## config.mk

```make
export PLATFORM = sky130hd
export DESIGN_NAME = fir_output_stage
export DESIGN_NICKNAME = d
export VERILOG_FILES = /design/src/rtl/fir_output_stage_pkg.sv /design/src/rtl/fir_out_fifo.sv /design/src/rtl/fir_output_stage.sv
export SDC_FILE = /design/constraint.sdc
export NUM_CORES = 1
export LEC_CHECK = 0
export CORE_ASPECT_RATIO = 0.5
export CORE_MARGIN = 4
export CORE_UTILIZATION = 55
export DETAILED_ROUTE_END_ITERATION = 8
export GPL_TIMING_DRIVEN = 0
export PLACE_DENSITY = 0.84
export SKIP_LAST_GASP = 1
export SLEW_MARGIN = 0
export SYNTH_ARGS = -nofsm -noshare
export SYNTH_HDL_FRONTEND = slang
export SYNTH_HIERARCHICAL = 1
export SYNTH_SLANG_ARGS = --single-unit
```

## constraint.sdc

```tcl
create_clock -name clk -period 9.8 [get_ports clk]
set_clock_uncertainty 0.05 [all_clocks]
set_input_delay 1.96 -clock clk [delete_from_list [all_inputs] [get_ports clk]]
set_output_delay 1.96 -clock clk [all_outputs]
set_load 0.1 [all_outputs]
```

## src/rtl/fir_output_stage_pkg.sv

```systemverilog
// Shared definitions for the FIR output stage: accumulator width, saturation
// limits and the {I,Q} sample-pair view at the default output width.
package fir_output_stage_pkg;

  // Width of the accumulator finalOutI/finalOutQ results.
  localparam int ACC_W = 56;

  // Default delivered sample width.
  localparam int OUT_W_DEF = 24;

  // One FIFO entry at the default width: I in the upper half, Q in the lower half.
  typedef struct packed {
    logic signed [OUT_W_DEF-1:0] i;
    logic signed [OUT_W_DEF-1:0] q;
  } iq_pair_t;

  // Largest value representable in a signed w-bit sample, on the rounding grid.
  function automatic logic signed [ACC_W:0] sat_hi(input int w);
    logic signed [ACC_W:0] one;
    one    = '0;
    one[0] = 1'b1;
    return (one <<< (w - 1)) - one;
  endfunction

  // Smallest value representable in a signed w-bit sample, on the rounding grid.
  function automatic logic signed [ACC_W:0] sat_lo(input int w);
    logic signed [ACC_W:0] one;
    one    = '0;
    one[0] = 1'b1;
    return -(one <<< (w - 1));
  endfunction

endpackage

```

## src/rtl/fir_out_fifo.sv

```systemverilog
// Single-clock FIFO holding rounded {I,Q} pairs between the rounding
// pipeline and the downstream sink. Pointers carry a wrap bit so that
// full and empty are distinguishable without a separate counter.
module fir_out_fifo #(
  parameter int WIDTH = 48,
  parameter int DEPTH = 16
) (
  input  logic                       clk,
  input  logic                       reset,
  input  logic                       wr,
  input  logic [WIDTH-1:0]           wdata,
  input  logic                       rd,
  output logic [WIDTH-1:0]           rdata,
  output logic                       full,
  output logic                       empty,
  output logic [$clog2(DEPTH):0]     level
);

  localparam int AW = $clog2(DEPTH);
  localparam int PW = AW + 1;
  localparam logic [PW-1:0] PTR_ONE = {{(PW-1){1'b0}}, 1'b1};

  logic [WIDTH-1:0] mem [DEPTH];
  logic [PW-1:0]    wr_ptr_q, wr_ptr_d;
  logic [PW-1:0]    rd_ptr_q, rd_ptr_d;
  logic             wr_en, rd_en;

  assign full  = (wr_ptr_q[AW] != rd_ptr_q[AW]) && (wr_ptr_q[AW-1:0] == rd_ptr_q[AW-1:0]);
  assign empty = (wr_ptr_q == rd_ptr_q);
  assign level = wr_ptr_q - rd_ptr_q;
  assign rdata = mem[rd_ptr_q[AW-1:0]];

  // Accept a write when there is room, or when a read frees a slot on the same edge.
  always_comb begin
    rd_en    = rd && !empty;
    wr_en    = wr && (!full || rd_en);
    wr_ptr_d = wr_ptr_q;
    rd_ptr_d = rd_ptr_q;
    if (wr_en) wr_ptr_d = wr_ptr_q + PTR_ONE;
    if (rd_en) rd_ptr_d = rd_ptr_q + PTR_ONE;
  end

  // Pointer registers; reset empties the FIFO.
  always_ff @(posedge clk) begin
    if (reset) begin
      wr_ptr_q <= '0;
      rd_ptr_q <= '0;
    end else begin
      wr_ptr_q <= wr_ptr_d;
      rd_ptr_q <= rd_ptr_d;
    end
  end

  // Storage array; contents need no reset because the pointers define validity.
  always_ff @(posedge clk) begin
    if (wr_en) mem[wr_ptr_q[AW-1:0]] <= wdata;
  end

endmodule

```

## src/rtl/fir_output_stage.sv

```systemverilog
// Receiving end of the accumulator output interface. Accumulator results are
// rounded (round-half-up), saturated to OUT_W bits, buffered in a FIFO and
// drained to the sink on a push/stop handshake. The accumulator cannot be
// stalled, so overflow and saturation are reported through sticky flags.
module fir_output_stage
  import fir_output_stage_pkg::*;
#(
  parameter int IN_W  = ACC_W,
  parameter int OUT_W = 24,
  parameter int SHIFT = 24,
  parameter int DEPTH = 16
) (
  input  logic                        clk,
  input  logic                        reset,
  input  logic                        pushIn,
  input  logic signed [IN_W-1:0]      dataInI,
  input  logic signed [IN_W-1:0]      dataInQ,
  input  logic                        stopIn,
  output logic                        pushOut,
  output logic signed [OUT_W-1:0]     dataOutI,
  output logic signed [OUT_W-1:0]     dataOutQ,
  output logic                        ovfErr,
  output logic                        satErr,
  output logic [$clog2(DEPTH):0]      level
);

  localparam int EXT_W = IN_W + 1;
  localparam logic signed [EXT_W-1:0] SAT_HI = EXT_W'(sat_hi(OUT_W));
  localparam logic signed [EXT_W-1:0] SAT_LO = EXT_W'(sat_lo(OUT_W));

  // Sign-extend by one bit so adding the half-LSB cannot wrap, then shift arithmetically.
  function automatic logic signed [EXT_W-1:0] round_shift(input logic signed [IN_W-1:0] x);
    logic signed [EXT_W-1:0] ext;
    logic signed [EXT_W-1:0] half;
    ext           = {x[IN_W-1], x};
    half          = '0;
    half[SHIFT-1] = 1'b1;
    return (ext + half) >>> SHIFT;
  endfunction

  function automatic logic clips(input logic signed [EXT_W-1:0] r);
    return (r > SAT_HI) || (r < SAT_LO);
  endfunction

  function automatic logic signed [OUT_W-1:0] saturate(input logic signed [EXT_W-1:0] r);
    if (r > SAT_HI) return SAT_HI[OUT_W-1:0];
    if (r < SAT_LO) return SAT_LO[OUT_W-1:0];
    return r[OUT_W-1:0];
  endfunction

  logic                     vld_p0_q, vld_p0_d;
  logic signed [EXT_W-1:0]  rnd_i_p0_q, rnd_i_p0_d;
  logic signed [EXT_W-1:0]  rnd_q_p0_q, rnd_q_p0_d;
  logic                     vld_p1_q, vld_p1_d;
  logic signed [OUT_W-1:0]  sat_i_p1_q, sat_i_p1_d;
  logic signed [OUT_W-1:0]  sat_q_p1_q, sat_q_p1_d;
  logic                     push_out_q, push_out_d;
  logic signed [OUT_W-1:0]  data_out_i_q, data_out_i_d;
  logic signed [OUT_W-1:0]  data_out_q_q, data_out_q_d;
  logic                     sat_err_q, sat_err_d;
  logic                     ovf_err_q, ovf_err_d;

  logic                     fifo_rd;
  logic                     fifo_full, fifo_empty;
  logic [2*OUT_W-1:0]       fifo_wdata, fifo_rdata;
  logic                     clip_p0;
  logic                     drop;

  assign fifo_wdata = {sat_i_p1_q, sat_q_p1_q};

  fir_out_fifo #(
    .WIDTH (2*OUT_W),
    .DEPTH (DEPTH)
  ) u_fifo (
    .clk   (clk),
    .reset (reset),
    .wr    (vld_p1_q),
    .wdata (fifo_wdata),
    .rd    (fifo_rd),
    .rdata (fifo_rdata),
    .full  (fifo_full),
    .empty (fifo_empty),
    .level (level)
  );

  // Next-state for the round stage, saturate stage, read issue and sticky flags.
  always_comb begin
    // p0: round and shift the raw accumulator results
    vld_p0_d   = pushIn;
    rnd_i_p0_d = round_shift(dataInI);
    rnd_q_p0_d = round_shift(dataInQ);
    // p1: clip into the output range
    clip_p0    = vld_p0_q && (clips(rnd_i_p0_q) || clips(rnd_q_p0_q));
    vld_p1_d   = vld_p0_q;
    sat_i_p1_d = saturate(rnd_i_p0_q);
    sat_q_p1_d = saturate(rnd_q_p0_q);
    // FIFO read issue and output register
    fifo_rd      = !fifo_empty && !stopIn;
    drop         = vld_p1_q && fifo_full && !fifo_rd;
    push_out_d   = fifo_rd;
    data_out_i_d = data_out_i_q;
    data_out_q_d = data_out_q_q;
    if (fifo_rd) begin
      data_out_i_d = fifo_rdata[2*OUT_W-1:OUT_W];
      data_out_q_d = fifo_rdata[OUT_W-1:0];
    end
    sat_err_d = sat_err_q || clip_p0;
    ovf_err_d = ovf_err_q || drop;
  end

  // Control state: valids, output handshake, delivered sample and sticky flags.
  always_ff @(posedge clk) begin
    if (reset) begin
      vld_p0_q     <= 1'b0;
      vld_p1_q     <= 1'b0;
      push_out_q   <= 1'b0;
      data_out_i_q <= '0;
      data_out_q_q <= '0;
      sat_err_q    <= 1'b0;
      ovf_err_q    <= 1'b0;
    end else begin
      vld_p0_q     <= vld_p0_d;
      vld_p1_q     <= vld_p1_d;
      push_out_q   <= push_out_d;
      data_out_i_q <= data_out_i_d;
      data_out_q_q <= data_out_q_d;
      sat_err_q    <= sat_err_d;
      ovf_err_q    <= ovf_err_d;
    end
  end

  // Pipeline data registers; meaning is carried by the valids, so no reset.
  always_ff @(posedge clk) begin
    rnd_i_p0_q <= rnd_i_p0_d;
    rnd_q_p0_q <= rnd_q_p0_d;
    sat_i_p1_q <= sat_i_p1_d;
    sat_q_p1_q <= sat_q_p1_d;
  end

  assign pushOut  = push_out_q;
  assign dataOutI = data_out_i_q;
  assign dataOutQ = data_out_q_q;
  assign satErr   = sat_err_q;
  assign ovfErr   = ovf_err_q;

endmodule

```

==> impl_metrics.ini, run 1 <==
[run_status]
outcome = finished clean

[floorplan]
num_rows = 65
core_area_sq_mm = 0.06335
initial_core_util_pct = 55.83
die_width_um = 366.6
io_pins = 172
dieArea_sq_mm = 0.06867
die_h_um = 187.3

[cts]
htreeDepth = 3
cts_made_buffers = 79
ctsHoldBuffers = 0
clock-sinks = 949
cts-root-buf = clkbuf_16
ctsResizeCount = 0
clk_path_buf_depth = 3
cts_tree = built
cts_setup_buffers = 0
clk_transition_reported_paths_ns = 0.06
insertion_delay_ns = 0.63

[yosys]
yosysWarnings = 6
synth_top_area_share_pct = 65.21
synthFlopType = edfxtp_1
synthArstFlopShare_pct = 0
synth_cells = 1875
synth_edf_count = 768
ys_seq_area_share_pct = 75.45
ys_seq_elements = 949
syn_area_sq_mm = 0.03537
syn_nets = 2003
netlist_top_cells_area = edfxtp_1 (65%), mux4_2 (12%), dfxtp_1 (10%)
synth_area_per_cell_sq_um = 18.86
synth_area_leader_cell = edfxtp_1
yosys.cell_types.count = 52

[final_layout]
fin_area_sq_mm = 0.04121
final_common_cell = edfxtp_1
layout_common_cells = edfxtp_1 (768), mux4_2 (192), dfxtp_1 (181)
final_layout_size_suffix_gt1_share_pct = 18.94
nets = 2254
fillerInstances = 3666
area_growth_pct = 16.52

[detailed_routing]
antenna_left = 0
met3_length_mm = 10.67
first_iter_violations = 2836
wl_per_cell_um = 30.35
vias = 20040
wl_mm = 91.97
wl_met1_mm = 30.72
wl_met2_mm = 46.26
drt_first_pass_iters = 5
top_layer_used = met5
drt-vias-per-instance = 6.614
drc = 0

[timing]
setup_viol = 0
min_period_over_period_pct = 60.73
fmax_ghz = 0.1680
worstMarginPinSlew_ns = 1.198
slew_headroom_pct = 19.70
finalHoldViolCount = 0
whs_ns = 0.3937
finalWorstSetupSlack_ns = 3.848
fin_setup_tns_ns = 0
grt_setup_unrepaired = false
drv_slew = 0
finalCriticalPeriod_ns = 5.952

[place]
gp_congestion = 0.8151
dp_hpwl_mm = 53.81
io_buffers = 124
pre_cts_ws_ns = 3.371
place_area_sq_mm = 0.03856

[global_route]
grt_max_degree = 25
grt_overflow = 0
grt_pass1_vias = 20860
grtUsageTotal_pct = 26.84
grt_pass1_wl_mm = 136.6
antenna_found_initial = 2

[power_and_ir_drop]
combPwrFrac_pct = 3.1
p_sw_share_pct = 20.82
switchingPower_mw = 1.657
clkPwrFrac_pct = 40.6
p_seq_share_pct = 56.3
p_total_mw = 7.959
p_int_mw = 6.302
powerDensity_mw_per_mm2 = 193.1
p_leak_nw = 13.05
irDropWorstVdd_v = 0.0001296

[worst_setup_path]
startpoint_type = input port
crit_fanout = 15
required_ns = 10.08
endpoint_kind = flip-flop
path_class = in2reg
cp_data_arrival_time_ns = 6.23

[min_path]
worstHoldPathType = reg2reg

[flow_run]
maxCapViolations = 0
-- cell usage after synthesis, types with 11 or more instances --
| master | number |
|---|---|
| ha_1 | 11 |
| a21oi_1 | 51 |
| nor2_1 | 39 |
| nand4_1 | 20 |
| nand2_1 | 170 |
| inv_1 | 13 |
| xnor2_1 | 39 |
| a22oi_1 | 96 |
| buf_1 | 20 |
| dfxtp_1 | 181 |
| clkbuf_1 | 53 |
| xor2_1 | 33 |
| mux4_2 | 192 |
| buf_4 | 18 |
| edfxtp_1 | 768 |
| o21a_1 | 46 |
| nand3_1 | 23 |
| nor3_1 | 17 |
-- final timing paths --
check / endpoint / slack (ns) / startpoint / cells past startpoint
max: u_fifo/mem[2][21] / 3.85 / stopIn / 11
min: sat_q_p1_q[7] / 0.39 / rnd_q_p0_q[7] / 1
max reg2reg: u_fifo/mem[2][21] / 4.30 / u_fifo/wr_ptr_q[0] / 14
min reg2reg: sat_q_p1_q[7] / 0.39 / rnd_q_p0_q[7] / 1
-- critical path, stage by stage --
cell             delay [ns]
clkdlybuf4s50_1        0.42
or2_2                  0.31
clkbuf_1               0.41
inv_1                  0.45
clkbuf_1               0.69
o31a_1                 0.39
nand2_1                0.29
nor3_2                 0.61
buf_6                  0.29
buf_6                  0.21
buf_8                  0.18
-- logic make-up (layout without fill, tap and decap cells) --
| kind of cell | Yosys count | count (layout) | share of synthesized area (%) |
|---|---|---|---|
| other | 0 | 2 | 0 |
| multiplexers | 194 | 194 | 12.28 |
| AND/OR/NAND/NOR | 323 | 323 | 4.408 |
| buffers and inverters | 113 | 429 | 1.458 |
| adder cells (fa/ha/maj) | 12 | 12 | 0.4457 |
| flip-flops | 949 | 949 | 75.45 |
| XOR/XNOR | 73 | 73 | 1.829 |
| AO/OA/AOI/OAI | 211 | 211 | 4.125 |
-- metal layers --
metal  vias to the layer above  track usage, %
met5                         -          0.5495
met4                         4           11.69
met3                       311           5.762
met2                      1586           45.39
met1                     10160           33.89
li1                       7983               -
-- state kept, by name, indices dropped and copies added, names as in the netlist, named ones only --
name             flops
u_fifo/rd_ptr_q      5
sat_q_p1_q          24
vld_p0_q             1
sat_i_p1_q          24
dataOutQ            24
ovfErr               1
pushOut              1
u_fifo/wr_ptr_q      5
vld_p1_q             1
rnd_q_p0_q          33
satErr               1
u_fifo/mem         768
dataOutI            24
rnd_i_p0_q          33
-- final cells by class --
type	instances	area (sq um)	share of cell area [%]
Tap cell	837	1047	2.541
Clock inverter	29	297.8	0.7226
Clock buffer	117	2346	5.693
Sequential cell	949	26690	64.75
Inverter	13	48.80	0.1184
Antenna cell	2	5.005	0.01214
Multi-Input combinational cell	813	8277	20.08
Timing Repair Buffer	170	2037	4.943
Buffer	100	466.7	1.132
-- stage by stage --
step / std cells / utilization, %
6_report: 3030 / 65.05
5_1_grt: 3028 / 65.04
4_1_cts: 3028 / 65.04
3_5_place_dp: 2882 / 60.87
3_3_place_gp: 2836 / 59.44
2_1_floorplan: 1875 / -
-- power by group through the flow --
stage | Sequential [mW] | Clock, mW | Combinational (mW)
after floorplan | 4.59 | 0 | 0.0928
after global placement | 4.56 | 0 | 0.224
after detailed placement | 4.57 | 0 | 0.233
after CTS | 4.48 | 3.24 | 0.241
after global routing | 4.49 | 3.43 | 0.254
final | 4.48 | 3.23 | 0.243
Power figures use the tool's default switching activity.
==> inputs of run 2 (changes only) <==
CORE_UTILIZATION = 54   (was 55)
PLACE_DENSITY = 0.86   (was 0.84)
clock period = 5.1 ns   (was 9.8 ns; I/O delays follow)
==> impl_metrics.ini, run 2 (same netlist as run 1, synthesis figures left out) <==
[flow_run]
maxCapViolations = 0

[detailed_routing]
drt-vias-per-instance = 6.810
drt_first_pass_iters = 5
vias = 20950
wl_mm = 98.77
first_iter_violations = 3783
wl_per_cell_um = 32.11
antenna_left = 0
drc = 0

[floorplan]
die_width_um = 369.9
initial_core_util_pct = 54.49
dieArea_sq_mm = 0.06990
io_pins = 172
core_area_sq_mm = 0.06491
die_h_um = 189.0
num_rows = 66

[place]
gp_congestion = 0.8087
io_buffers = 124
dp_hpwl_mm = 55.35

[cts]
htreeDepth = 3
cts_made_buffers = 80
clk_transition_reported_paths_ns = 0.07
clock-sinks = 949
cts-root-buf = clkbuf_16
ctsHoldBuffers = 0
insertion_delay_ns = 0.61
clk_path_buf_depth = 3
cts_tree = built

[timing]
finalCriticalPeriod_ns = 5.090
worstMarginPinSlew_ns = 1.211
grt_setup_unrepaired = false
finalHoldViolCount = 0
setup_viol = 0
slew_headroom_pct = 18.51
whs_ns = 0.3803
min_period_over_period_pct = 99.81
drv_slew = 0
fmax_ghz = 0.1965
fin_setup_tns_ns = 0

[final_layout]
multi_input_area_sq_mm = 0.008302
nets = 2251
regArea_sq_mm = 0.02669
fillerInstances = 3803
final_common_cell = edfxtp_1
largest_reg_flops = 768
final_core_util_pct = 63.78
area_growth_pct = 17.05
layout_common_cells = edfxtp_1 (768), mux4_2 (192), dfxtp_1 (181)
final_layout_size_suffix_gt1_share_pct = 19.09

[worst_setup_path]
crit_path_start = u_fifo/wr_ptr_q[0]
endpoint_kind = flip-flop
startpoint_type = flip-flop
path_class = reg2reg
worstReg2RegStart = u_fifo/wr_ptr_q[0]
required_ns = 5.39
crit_fanout = 22
cp_data_arrival_time_ns = 5.38

[power_and_ir_drop]
p_leak_nw = 13.05
powerDensity_mw_per_mm2 = 370.6
irDropWorstVdd_v = 0.0002401

[global_route]
grt_overflow = 0
grtUsageTotal_pct = 28.19
grt_pass1_wl_mm = 144.0
grt_pass1_vias = 21170
grt_max_degree = 23
antenna_found_initial = 3

[min_path]
worstHoldPathType = reg2reg
hold_start = rnd_i_p0_q[8]

[run_status]
outcome = finished clean
run 2: cell types whose count changed in the layout (fill, tap and decap cells not counted), moves of 3 or more:
cell	delta
clkbuf_2	+4
buf_6	-14
nor3_2	-4
clkinv_2	+3
buf_16	+7
buf_12	+4
nor3_4	+4
run 2: per-stage QoR:
| stage | worst slack (ns) | instance area (sq um) | cells | power, mW |
|---|---|---|---|---|
| after detailed placement | -0.4728 | 38680 | 2919 | 9.227 |
| after global routing | 0.03594 | 41390 | 3074 | 15.70 |
| after global placement | -3.686 | 37730 | 2883 | 9.184 |
| after floorplan | 0.2226 | 35390 | 1875 | 8.989 |
| after CTS | 0.3734 | 41390 | 3074 | 15.33 |
| final | 0.009800 | 41400 | 3076 | 15.34 |
run 2: critical path, cell delays in order (launching register included):
cell and delay, ns:
dfxtp_1 0.45, inv_1 0.14, ha_1 0.33, nand4_1 0.31
nor2_1 0.24, or2_2 0.14, clkbuf_1 0.87, clkinvlp_4 0.29
buf_4 0.25, o311ai_2 0.96, nor2_4 0.27, buf_12 0.27
buf_12 0.20
run 2: path summary, 6_finish.rpt:
path,endpoint,slack (ns),depth (start not counted)
worst min-delay path,sat_i_p1_q[8],0.38,1
worst max-delay path,u_fifo/mem[7][28],0.01,12
worst min register to register,sat_i_p1_q[8],0.38,1
worst max register to register,u_fifo/mem[7][28],0.01,12
run 2: per-layer routing:
layer	share of wire (%)	GRT usage, %	vias to the layer above
met2	49	46.43	2026
met1	32	35.82	10520
li1	-	-	7979
met4	5.6	13.53	4
met3	13	6.665	423
met5	0.025	0	-
run 2: area by class of cell:
cell class              instances  share of cell area (%)
clock inverters                26                  0.5350
multi-input cells             813                   20.05
repair buffers                167                   5.162
inverters                      13                  0.1269
diodes                          2                 0.01209
well taps                     884                   2.672
flip-flops and latches        949                   64.46
clock buffers                 123                   5.860
plain buffers                  99                   1.118
run 2: power by group:
part / leakage [nW] / switching (mW) / internal (mW)
logic: 3.27 / 0.311 / 0.175
registers: 8.46 / 0.144 / 8.47
clock network: 1.31 / 2.79 / 3.45
run 2: what timing repair did:
action,in CTS,in global routing
gates resized for setup,1,0
setup buffers,7,0
setup endpoints to repair,246,0
